===== src/rtl/rf_write_arbiter.sv =====
// Write-port owner for the 32-entry register file: zero-clears x1..x(2**ADDR_W-1) after reset,
// then round-robin arbitrates two writeback requesters onto registered rf_we/rf_waddr/rf_wdata.
module rf_write_arbiter #(
  parameter int unsigned DATA_W     = 32,
  parameter int unsigned ADDR_W     = 5,
  parameter bit          INIT_CLEAR = 1'b1
) (
  input  logic              clk,
  input  logic              reset_n,
  input  logic              req0_valid,
  input  logic [ADDR_W-1:0] req0_addr,
  input  logic [DATA_W-1:0] req0_data,
  output logic              req0_ready,
  input  logic              req1_valid,
  input  logic [ADDR_W-1:0] req1_addr,
  input  logic [DATA_W-1:0] req1_data,
  output logic              req1_ready,
  output logic              rf_we,
  output logic [ADDR_W-1:0] rf_waddr,
  output logic [DATA_W-1:0] rf_wdata,
  output logic              init_done
);

  typedef enum logic [0:0] {StInit, StArb} state_e;

  state_e            state_q, state_d;
  logic [ADDR_W-1:0] clr_cnt_q, clr_cnt_d;
  logic              rr_ptr_q, rr_ptr_d;
  logic              rf_we_d;
  logic [ADDR_W-1:0] rf_waddr_d;
  logic [DATA_W-1:0] rf_wdata_d;
  logic              init_done_d;

  // rr_ptr names the requester that wins the next conflict.
  always_comb begin
    req0_ready = 1'b0;
    req1_ready = 1'b0;
    if (state_q == StArb) begin
      req0_ready = req0_valid && (!req1_valid || !rr_ptr_q);
      req1_ready = req1_valid && (!req0_valid ||  rr_ptr_q);
    end
  end

  always_comb begin
    state_d     = state_q;
    clr_cnt_d   = clr_cnt_q;
    rr_ptr_d    = rr_ptr_q;
    rf_we_d     = 1'b0;
    rf_waddr_d  = rf_waddr;
    rf_wdata_d  = rf_wdata;
    init_done_d = init_done;
    unique case (state_q)
      StInit: begin
        // The counter wraps to zero once the top address has been issued.
        if (clr_cnt_q != '0) begin
          rf_we_d    = 1'b1;
          rf_waddr_d = clr_cnt_q;
          rf_wdata_d = '0;
          clr_cnt_d  = clr_cnt_q + ADDR_W'(1);
        end else begin
          state_d     = StArb;
          init_done_d = 1'b1;
        end
      end
      StArb: begin
        init_done_d = 1'b1;
        if (req0_ready) begin
          rf_we_d    = (req0_addr != '0);
          rf_waddr_d = req0_addr;
          rf_wdata_d = req0_data;
          rr_ptr_d   = 1'b1;
        end else if (req1_ready) begin
          rf_we_d    = (req1_addr != '0);
          rf_waddr_d = req1_addr;
          rf_wdata_d = req1_data;
          rr_ptr_d   = 1'b0;
        end
      end
      default: state_d = StInit;
    endcase
  end

  always_ff @(posedge clk or negedge reset_n) begin
    if (!reset_n) begin
      state_q   <= INIT_CLEAR ? StInit : StArb;
      clr_cnt_q <= ADDR_W'(1);
      rr_ptr_q  <= 1'b0;
      rf_we     <= 1'b0;
      rf_waddr  <= '0;
      rf_wdata  <= '0;
      init_done <= 1'b0;
    end else begin
      state_q   <= state_d;
      clr_cnt_q <= clr_cnt_d;
      rr_ptr_q  <= rr_ptr_d;
      rf_we     <= rf_we_d;
      rf_waddr  <= rf_waddr_d;
      rf_wdata  <= rf_wdata_d;
      init_done <= init_done_d;
    end
  end

endmodule

===== config.mk =====
export PLATFORM = sky130hd
export DESIGN_NAME = rf_write_arbiter
export DESIGN_NICKNAME = d
export VERILOG_FILES = /design/src/rtl/rf_write_arbiter.sv
export SDC_FILE = /design/constraint.sdc
export NUM_CORES = 1
export LEC_CHECK = 0
export ABC_AREA = 1
export ABC_CLOCK_PERIOD_IN_PS = 2000
export BUFFER_PORTS_ARGS = -buffer_cell sky130_fd_sc_hd__buf_2
export CAP_MARGIN = 20
export CORE_MARGIN = 5
export CORE_UTILIZATION = 46
export DETAILED_ROUTE_END_ITERATION = 8
export HOLD_SLACK_MARGIN = 0.05
export PLACE_DENSITY_LB_ADDON = 0.1
export SKIP_CTS_REPAIR_TIMING = 1
export SKIP_LAST_GASP = 1
export SYNTH_ARGS = -nofsm -noshare
export SYNTH_HDL_FRONTEND = slang
export SYNTH_SLANG_ARGS = --single-unit
export TNS_END_PERCENT = 20

===== constraint.sdc =====
create_clock -name clk -period 2 [get_ports clk]
set_input_delay 0.1 -clock clk [delete_from_list [all_inputs] [get_ports clk]]
set_output_delay 0.1 -clock clk [all_outputs]
set_load 0.005 [all_outputs]

==> results by group, run 1 <==
Run status
  – Status: completed

Clocking
  – TritonCTS Buffers: 5
  – CTS max path bufs: 2
  – CTS tree: yes
  – Clock sinks: 46
  – Clock Latency Late Sink: 0.30 ns
  – # H-tree levels: 2
  – Root buf cell: clkbuf_8
  – Reg clk slew, reported paths: 0.09 ns

Die
  – Die Y: 81.6 µm
  – Die area: 6670 µm²
  – Io pins: 119
  – Core Rows: 26
  – Starting Density: 46.8%
  – Core box area: 5040 µm²
  – Die Wd: 81.6 µm

Layout
  – Layout cells sized above 1: 39.3%
  – Layout fillers: 479
  – Commonest non-fill, non-tap cells in the layout: buf_2 (118), nand3_1 (50), dfrtp_1 (45)
  – Final Util: 61.3%
  – Diode count: 0
  – Most common cell after layout, fill and taps aside: buf_2
  – Nets: 473
  – Area Growth Syn to Fin: 30.9%

Drt
  – TritonRoute pass-1 iters: 4
  – # DRC: 0
  – Vias/cell: 5.02
  – Total Wirelength: 6440 µm
  – DR WL/cell: 13.9 µm
  – Final ANT Viol Nets: 0
  – Via count: 2331
  – Initial DRC count: 67

STA
  – Final Slew Violations: 0
  – Tcrit/Tclk final: 91.7%
  – Final setup TNS: 0 ns
  – Min cycle time layout: 1.83 ns
  – Final setup fails: 0
  – Worst Skew: 0.00690 ns
  – Slew @ Worst Pin: 0.540 ns
  – Final Hold Fails: 0
  – Relative slew slack: 64.0%
  – RSZ-0062 raised after global routing: no
  – Highest achievable clock rate: 0.545 GHz

Setup path
  – Critical Path RT: 1.90 ns
  – Crit path buffers/inverters: 3
  – Cell mode on critical path: nand2_4
  – Crit path arrival time: 1.73 ns
  – Max stage delay on crit path: 0.52 ns
  – Critical Path End Type: output port
  – Kind of critical path: reg2out
  – Slowest cell on crit path: dfrtp_1
  – Cells along the critical path: nand2_4 -> inv_4 -> nand2_4 -> clkinv_2 -> buf_2
  – Family with the most delay on the worst path: buffers and inverters
  – Crit-path max FO: 34
  – Crit start category: register

Power and ir drop
  – Leakage power total: 1.58 nW
  – Power Density: 678 nW/µm²
  – Power, Total: 0.00209 W
  – Maximum vdd drop: 0.000293 V

Global route
  – Grt ovf: 0
  – Number of global-route vias before repair: 2299
  – Pin count of the biggest net entering global routing: 39
  – Tot GR Track Use: 20.0%
  – Global-route wire length before repair: 10300 µm
  – Initial antenna violation count: 0

Synth
  – Ys Warns: 0
  – Synthesized netlist cell count: 279
  – Post-synthesis sequential area ratio: 48.8%
  – Post-Syn Area per Cell: 8.46 µm²
  – Syn_nets: 359
  – Synth Cell Area: 2360 µm²
  – Synth unique cells: 27
  – #FFs+latches synth: 46

Run
  – Max Cap Viol: 0

Placement
  – HPWL after detailed placement: 4760 µm
  – I/O Buffers: 118
  – GPL Wtd Cong: 0.806

Hold path
  – Type of the most critical hold path: in2reg
## synth_stat cells
master    count  area, µm²
nand3_1      50        250
dfrtp_1      45       1130
nor2_1       36        135
o21ai_1      36        180
nand2_1      26       97.6
o21ai_0      18       90.1
inv_1        14       52.6
o21ai_2      13        114
buf_2         7       35.0
buf_4         6       45.0
buf_6         4       45.0
xor2_1        3       26.3
ha_1          2       25.0
inv_2         2       7.51
nand2_2       2       12.5
nand2_4       2       22.5
nand4_1       2       12.5
nor3_1        2       10.0
a211oi_1      1       7.51
a21oi_1       1       5.00
clkbuf_1      1       3.75
clkbuf_2      1       5.00
clkinv_2      1       5.00
dfstp_2       1       26.3
inv_4         1       6.26
or2_2         1       6.26
xnor2_1       1       8.76
## layout make-up
cell class                      count  area (µm²)  area share (%)
Clock inverter                      1        5.00           0.162
Sequential cell                    46        1150            37.3
Inverter                           18        71.3            2.31
Timing Repair Buffer              126         678            21.9
Tap cell                           70        87.6            2.83
Clock buffer                        7        86.3            2.79
Multi-Input combinational cell    196        1010            32.7
## cells by family after synthesis
family | synth area share, %
xor gates and xnor gates | 1.48
and+or+nand+nor | 23.2
adders and majority gates | 1.06
DFF | 48.8
buffers and inverters | 8.69
AOI/OAI and AO/OA | 16.8
## layer usage
metal  track usage, %  routed length (µm)  vias up
li1                 -                   -     1157
met1             24.5                2650     1080
met2             33.6                3180       85
met3             5.48                 511        9
met4             7.64                  89        0
met5                0                   0        -
## registers in the layout, summed over array words and instances (netlist names)
register   cells
rr_ptr_q       1
state_q        1
rf_we          1
rf_waddr       5
init_done      1
rf_wdata      32
clr_cnt_q      5
## power by group
group	total (W)	leakage [nW]	internal, W	switching [W]
logic	0.000443	0.991	0.000208	0.000235
registers	0.00107	0.540	0.00102	0.0000505
clock network	0.000580	0.0482	0.000279	0.000301
## through the flow
stage | worst slack [ns] | area [µm²] | cells | hold slack (ns)
finish | 0.165 | 3090 | 464 | 0.0476
global route | 0.0587 | 3090 | 464 | 0.0504
CTS | 0.154 | 3080 | 463 | -0.212
detailed placement | 0.269 | 2990 | 455 | 0.116
global placement | 0.345 | 2990 | 455 | 0.109
floorplan | 0.588 | 2360 | 279 | -0.196
## path summary, 6_finish.rpt
check / from / end / slack (ns) / depth (start not counted)
min: req1_data[18] / rf_wdata[18] / 0.05 / 3
max: state_q / req0_ready / 0.17 / 5
min reg2reg: init_done / init_done / 0.47 / 1
max in group asynchronous: reset_n / clr_cnt_q[0] / 1.10 / 3
max reg2reg: clr_cnt_q[0] / rf_wdata[26] / 0.28 / 9
min in group asynchronous: reset_n / clr_cnt_q[4] / 0.31 / 2
## worst register-to-register path, stage by stage, from the launching register on
cell and delay [ns]:
dfstp_2 0.55, inv_1 0.08, ha_1 0.20, inv_1 0.05, nor2_1 0.03, nand2_1 0.06
nand2_2 0.21, buf_4 0.30, nand3_1 0.08, o21ai_1 0.06
No activity file was read; power rests on OpenSTA's default activity.
==> run 2, diff against run 1 <==
Settings changed: BUFFER_PORTS_ARGS -buffer_cell sky130_fd_sc_hd__buf_2 to -buffer_cell sky130_fd_sc_hd__buf_4.
==> run 2 against run 1 <==
Count of clock-buffer cells in the layout rose by 1. Clock skew is 0.0025 ns lower. Combinational power up 20%. Hold slack better by 0.010 ns.
==> results by group, run 2 (same netlist as run 1, synthesis figures left out) <==
Drt
  – TritonRoute pass-1 iters: 4 (unchanged)
  – # DRC: 0 (unchanged)
  – Final ANT Viol Nets: 0 (unchanged)
  – Initial DRC count: 98 (+46%)
  – Vias/cell: 5.00 (-0.47%)
  – Via count: 2320 (-0.47%)
  – Total Wirelength: 6720 µm (+4.4%)
  – DR WL/cell: 14.5 µm (+4.4%)

STA
  – RSZ-0062 raised after global routing: no
  – Worst Skew: 0.00442 ns (-0.00248 ns)
  – Slew @ Worst Pin: 0.573 ns (+0.0332 ns)
  – Min cycle time layout: 1.88 ns (+0.0411 ns)
  – Final Slew Violations: 0 (unchanged)
  – Highest achievable clock rate: 0.533 GHz (-2.2%)
  – Relative slew slack: 61.8% (-2.2 points)
  – Hold Slack: 0.0578 ns (+0.0102 ns)
  – Final setup TNS: 0 ns (unchanged)
  – Tcrit/Tclk final: 93.8% (+2.1 points)
  – Final Hold Fails: 0 (unchanged)
  – Final setup fails: 0 (unchanged)

Layout
  – Commonest non-fill, non-tap cells in the layout: buf_4 (124), nand3_1 (50), dfrtp_1 (45)
  – Layout cells sized above 1: 39.3% (unchanged)
  – Area Growth Syn to Fin: 43.3%
  – Nets: 473 (unchanged)
  – Number of flip-flops in the largest register: 32 (unchanged)
  – Final std cells w/o fill: 464 (unchanged)
  – Finished Cell Area: 3380 µm² (+9.4%)
  – Diode count: 0 (unchanged)
  – Most common cell after layout, fill and taps aside: buf_4
  – Largest Register: rf_wdata
  – Largest regs: rf_wdata: 32 flops, clr_cnt_q: 5 flops, rf_waddr: 5 flops

Power and ir drop
  – Power, Total: 0.00226 W (+7.6%)
  – Maximum vdd drop: 0.000314 V (+7.0%)
  – Clk pwr share: 28.8% (+1.1 points)
  – Proportion of power drawn by combinational gates: 23.6% (+2.4 points)
  – Psw: 0.000593 W (+1.0%)
  – Leakage power total: 1.68 nW (+6.4%)
  – Int Pwr: 0.00166 W (+10%)
  – Power Density: 667 nW/µm² (-1.6%)
  – Switching part of the total: 26.3% (-1.7 points)
  – Sequential share of power: 47.6% (-3.5 points)

Die
  – Die Wd: 81.6 µm (unchanged)
  – Die area: 6670 µm² (unchanged)
  – Core box area: 5040 µm² (unchanged)
  – Io pins: 119 (unchanged)
  – Die Y: 81.6 µm (unchanged)
  – Starting Density: 46.8% (unchanged)
  – Core Rows: 26 (unchanged)

Hold path
  – Hold path cells: 3 (unchanged)
  – Type of the most critical hold path: in2reg

Placement
  – HPWL after detailed placement: 4990 µm (+4.9%)
  – I/O Buffers: 118 (unchanged)
  – DP Cell Count: 454 (-0.22%)
  – GPL Wtd Cong: 0.783 (-2.9%)
  – Placed cell areas: 3250 µm² (+8.8%)

Clocking
  – Clock Latency Late Sink: 0.29 ns (about the same)
  – Root buf cell: clkbuf_8
  – CTS tree: yes
  – Reg clk slew, reported paths: 0.08 ns (about the same)
  – Clock sinks: 46 (unchanged)
  – TritonCTS Buffers: 5 (unchanged)
  – CTS max path bufs: 2 (unchanged)
  – # H-tree levels: 2 (unchanged)

Run status
  – Status: completed

Setup path
  – Cell mode on critical path: nand2_4
  – Cells along the critical path: nand2_4 -> inv_4 -> nand2_4 -> clkinv_2 -> buf_4
  – Critical Path RT: 1.90 ns (about the same)
  – Max stage delay on crit path: 0.53 ns (about the same)
  – Kind of critical path: reg2out
  – Crit-path max FO: 34 (unchanged)
  – Critical Path End Type: output port
  – Crit path arrival time: 1.78 ns (+0.05 ns)
  – Slowest cell on crit path: dfrtp_1
  – Path depth of the worst reg2reg path: 9 (unchanged)
  – Crit start category: register

Global route
  – Pin count of the biggest net entering global routing: 47 (+21%)
  – Global-route wire length before repair: 10500 µm (+2.5%)
  – Number of global-route vias before repair: 2302 (+0.13%)
  – Grt ovf: 0 (unchanged)
  – Tot GR Track Use: 20.5% (+0.51 points)
  – Initial antenna violation count: 0 (unchanged)

Run
  – Max Cap Viol: 0 (unchanged)
[run 2: cell types whose count changed in the layout (fill, tap and decap cells not counted)]
cell           previous run  this run
dlygate4sd3_1             1         2
buf_12                    2         0
buf_2                   118         0
clkbuf_8                  6         8
buf_4                     5       124
clkbuf_1                  1         0
clkinv_2                  2         1
[run 2: worst max-delay path: cells and delay by family (launching register included)]
family                 cells  cell delay (ns)
AND/OR/NAND/NOR            2             0.21
flip-flops                 1             0.53
buffers and inverters      3             0.73
[run 2: final timing paths]
check,startpoint,endpoint,slack (ns)
min reg2reg,init_done,init_done,0.50
min,req1_data[14],rf_wdata[14],0.06
max in group asynchronous,reset_n,rf_wdata[20],1.26
min in group asynchronous,reset_n,clr_cnt_q[2],0.35
max,state_q,req0_ready,0.12
max reg2reg,clr_cnt_q[0],rf_wdata[20],0.24
[run 2: power by group through the flow]
stage          Sequential, W  Clock, W  Combinational [W]
2_1_floorplan        0.00109         0           0.000207
3_3_place_gp         0.00109         0           0.000530
3_5_place_dp         0.00109         0           0.000538
4_1_cts              0.00107  0.000659           0.000538
5_1_grt              0.00109  0.000711           0.000592
6_report             0.00107  0.000650           0.000531
[run 2: per-stage QoR]
step / util, % / setup slack, ns
floorplan: - / 0.588
global route: 67.1 / 0.0122
CTS: 66.7 / 0.110
global placement: 64.5 / 0.289
detailed placement: 64.5 / 0.249
finish: 67.1 / 0.124
[run 2: cell type report]
class / instances / area [µm²]
Clock buffer: 8 / 110
Fill cell: 469 / 1660
Inverter: 18 / 71.3
Multi-Input combinational cell: 196 / 1010
Sequential cell: 46 / 1150
Tap cell: 70 / 87.6
Timing Repair Buffer: 126 / 951
[run 2: layer usage]
| layer | global-route usage [%] | vias up | part of all wire, % |
|---|---|---|---|
| li1 | - | 1155 | - |
| met1 | 26.1 | 1089 | 42 |
| met2 | 34.9 | 72 | 51 |
| met3 | 6.03 | 4 | 7.1 |
| met4 | 4.32 | 0 | 0.55 |
| met5 | 0 | - | 0 |
==> run 3, diff against run 2 <==
==> constraint.sdc (replaced) <==
create_clock -name clk -period 2 [get_ports clk]
set_input_delay 0.1 -clock clk [delete_from_list [all_inputs] [get_ports clk]]
set_output_delay 0.1 -clock clk [all_outputs]
set_load 0.05 [all_outputs]
==> run 3 against run 2 <==
Via count rose by 0.95%. Non-clock buffer count up 2. Critical path depth unchanged. Maximum frequency rose by 2.4%. Sequential cell count unchanged. Sequential share of layout area down 0.16 points. Utilization grew 0.32 points. Hold slack lost 0.0027 ns. Largest cell class unchanged.
==> results by group, run 3 (same netlist as run 1, synthesis figures left out) <==
Run status
  – Status: completed

Power and ir drop
  – Maximum vdd drop: 0.000482 V (+54%)
  – Sequential share of power: 43.0% (-4.6 points)
  – Int Pwr: 0.00158 W (-5.2%)
  – Power, Total: 0.00250 W (+11%)
  – Clk pwr share: 22.0% (-6.8 points)
  – Power Density: 735 nW/µm² (+10%)
  – Switching part of the total: 36.9% (+11 points)
  – Proportion of power drawn by combinational gates: 35.0% (+11 points)
  – Leakage power total: 1.70 nW (+1.0%)
  – Psw: 0.000923 W (+56%)

STA
  – Final Slew Violations: 0 (unchanged)
  – Worst Slack Setup Final: 0.168 ns (+0.0439 ns)
  – Final Hold Fails: 0 (unchanged)
  – Final setup TNS: 0 ns (unchanged)
  – Hold Slack: 0.0551 ns (-0.00267 ns)
  – Relative slew slack: 61.8% (about the same)
  – Highest achievable clock rate: 0.546 GHz (+2.4%)
  – Tcrit/Tclk final: 91.6% (-2.2 points)
  – Min cycle time layout: 1.83 ns (-0.0439 ns)
  – Slew @ Worst Pin: 0.573 ns (+0.000567 ns)
  – Final setup fails: 0 (unchanged)
  – Worst Skew: 0.00831 ns (+0.00389 ns)
  – RSZ-0062 raised after global routing: no

Layout
  – Number of flip-flops in the largest register: 32 (unchanged)
  – Largest regs: rf_wdata: 32 flops, clr_cnt_q: 5 flops, rf_waddr: 5 flops
  – Layout fillers: 434 (-7.5%)
  – Diode count: 0 (unchanged)
  – Layout cells sized above 1: 38.6% (-0.70 points)
  – Nets: 475 (+0.42%)
  – Area Growth Syn to Fin: 44.0%
  – Largest Register: rf_wdata
  – Final Util: 67.4% (+0.32 points)
  – Most common cell after layout, fill and taps aside: buf_4
  – Commonest non-fill, non-tap cells in the layout: buf_4 (121), nand3_1 (50), dfrtp_1 (45)

Clocking
  – Clock sinks: 46 (unchanged)
  – CTS tree: yes
  – # H-tree levels: 2 (unchanged)
  – Root buf cell: clkbuf_8
  – Clock Latency Late Sink: 0.30 ns (about the same)
  – Reg clk slew, reported paths: 0.09 ns (about the same)
  – TritonCTS Buffers: 5 (unchanged)
  – CTS max path bufs: 2 (unchanged)

Hold path
  – Hold endpoint: rf_wdata[12]
  – Hold path cells: 3 (unchanged)
  – Type of the most critical hold path: in2reg
  – Worst Hold Launch: req1_data[12]

Die
  – Starting Density: 46.8% (unchanged)
  – Core box area: 5040 µm² (unchanged)
  – Io pins: 119 (unchanged)
  – Die Y: 81.6 µm (unchanged)
  – Die Wd: 81.6 µm (unchanged)
  – Core Rows: 26 (unchanged)
  – Die area: 6670 µm² (unchanged)

Global route
  – Number of global-route vias before repair: 2168 (-5.8%)
  – Global-route wire length before repair: 10200 µm (-3.2%)
  – Initial antenna violation count: 0 (unchanged)
  – Grt ovf: 0 (unchanged)
  – Tot GR Track Use: 20.1% (-0.48 points)
  – Pin count of the biggest net entering global routing: 47 (unchanged)

Setup path
  – Crit-path max FO: 34 (unchanged)
  – Cells along the critical path: nand2_4 -> inv_4 -> nand2_4 -> clkinv_2 -> buf_4
  – Flop-to-flop setup slack: 0.28 ns (+0.04 ns)
  – Crit start category: register
  – Critical Path RT: 1.90 ns (about the same)
  – Slowest cell on crit path: dfrtp_1
  – Crit path arrival time: 1.73 ns (-0.05 ns)
  – Path depth of the worst reg2reg path: 9 (unchanged)
  – Max stage delay on crit path: 0.50 ns (-0.03 ns)
  – FF-to-FF End: rf_wdata[28]
  – Critical Path End Type: output port
  – Crit path buffers/inverters: 3 (unchanged)
  – Family with the most delay on the worst path: buffers and inverters
  – Cell mode on critical path: nand2_4
  – R2r startpoint: clr_cnt_q[0]
  – Kind of critical path: reg2out

Run
  – Max Cap Viol: 0 (unchanged)

Placement
  – Dpl ws: 0.114 ns (-0.135 ns)
  – HPWL after detailed placement: 4850 µm (-2.8%)
  – GPL Wtd Cong: 0.842 (+7.6%)
  – I/O Buffers: 118 (unchanged)

Drt
  – Total Wirelength: 6600 µm (-1.8%)
  – # DRC: 0 (unchanged)
  – Final ANT Viol Nets: 0 (unchanged)
  – Via count: 2342 (+0.95%)
  – DR WL/cell: 14.2 µm (-2.2%)
  – Vias/cell: 5.03 (+0.52%)
  – TritonRoute pass-1 iters: 4 (unchanged)
  – Initial DRC count: 99 (+1.0%)
-- run 3: worst reg2reg max path: stages, from the launching register on --
cell     delay (ns)
dfstp_2        0.55
inv_1          0.08
ha_1           0.19
inv_1          0.05
nor2_1         0.03
nand2_1        0.10
nand2_4        0.19
buf_4          0.27
nand3_1        0.08
o21ai_0        0.08
-- run 3: through the flow --
step                      area [µm²]  cells
after floorplan                 2370    279
final                           3400    466
after CTS                       3330    460
after global routing            3400    466
after detailed placement        3250    452
after global placement          3250    452
-- run 3: per-layer routing --
layer	track usage, %	up-vias	wire length, µm
met4	5.98	0	78
met3	6.91	8	571
li1	-	1168	-
met2	33.2	88	3330
met5	0	-	0
met1	24.8	1078	2630
-- run 3: power by group through the flow --
| stage | sequential (W) | combinational [W] | clock [W] |
|---|---|---|---|
| 3_3_place_gp | 0.00109 | 0.000868 | 0 |
| 3_5_place_dp | 0.00109 | 0.000875 | 0 |
| 2_1_floorplan | 0.00141 | 0.000218 | 0 |
| 5_1_grt | 0.00109 | 0.000931 | 0.000619 |
| 4_1_cts | 0.00107 | 0.000875 | 0.000566 |
| 6_report | 0.00107 | 0.000875 | 0.000550 |
-- run 3: cell type report --
class | count | area (µm²) | share of cell area [%]
multi-input combinational | 196 | 1010 | 29.8
clock buffer | 6 | 72.6 | 2.13
inverter | 18 | 71.3 | 2.10
tap | 70 | 87.6 | 2.58
clock inverter | 2 | 13.8 | 0.405
sequential | 46 | 1150 | 33.9
timing repair buffer | 128 | 988 | 29.1
-- run 3: worst max-delay path by stage --
stage	slack, ns	cells past startpoint	start	end
CTS	0.13	9	clr_cnt_q[0]	rf_wdata[28]
global route	0.03	5	state_q	req0_ready
floorplan	0.48	5	state_q	rf_we
global placement	0.17	9	clr_cnt_q[0]	rf_wdata[28]
finish	0.17	5	state_q	req0_ready
detailed placement	0.11	9	clr_cnt_q[0]	rf_wdata[28]
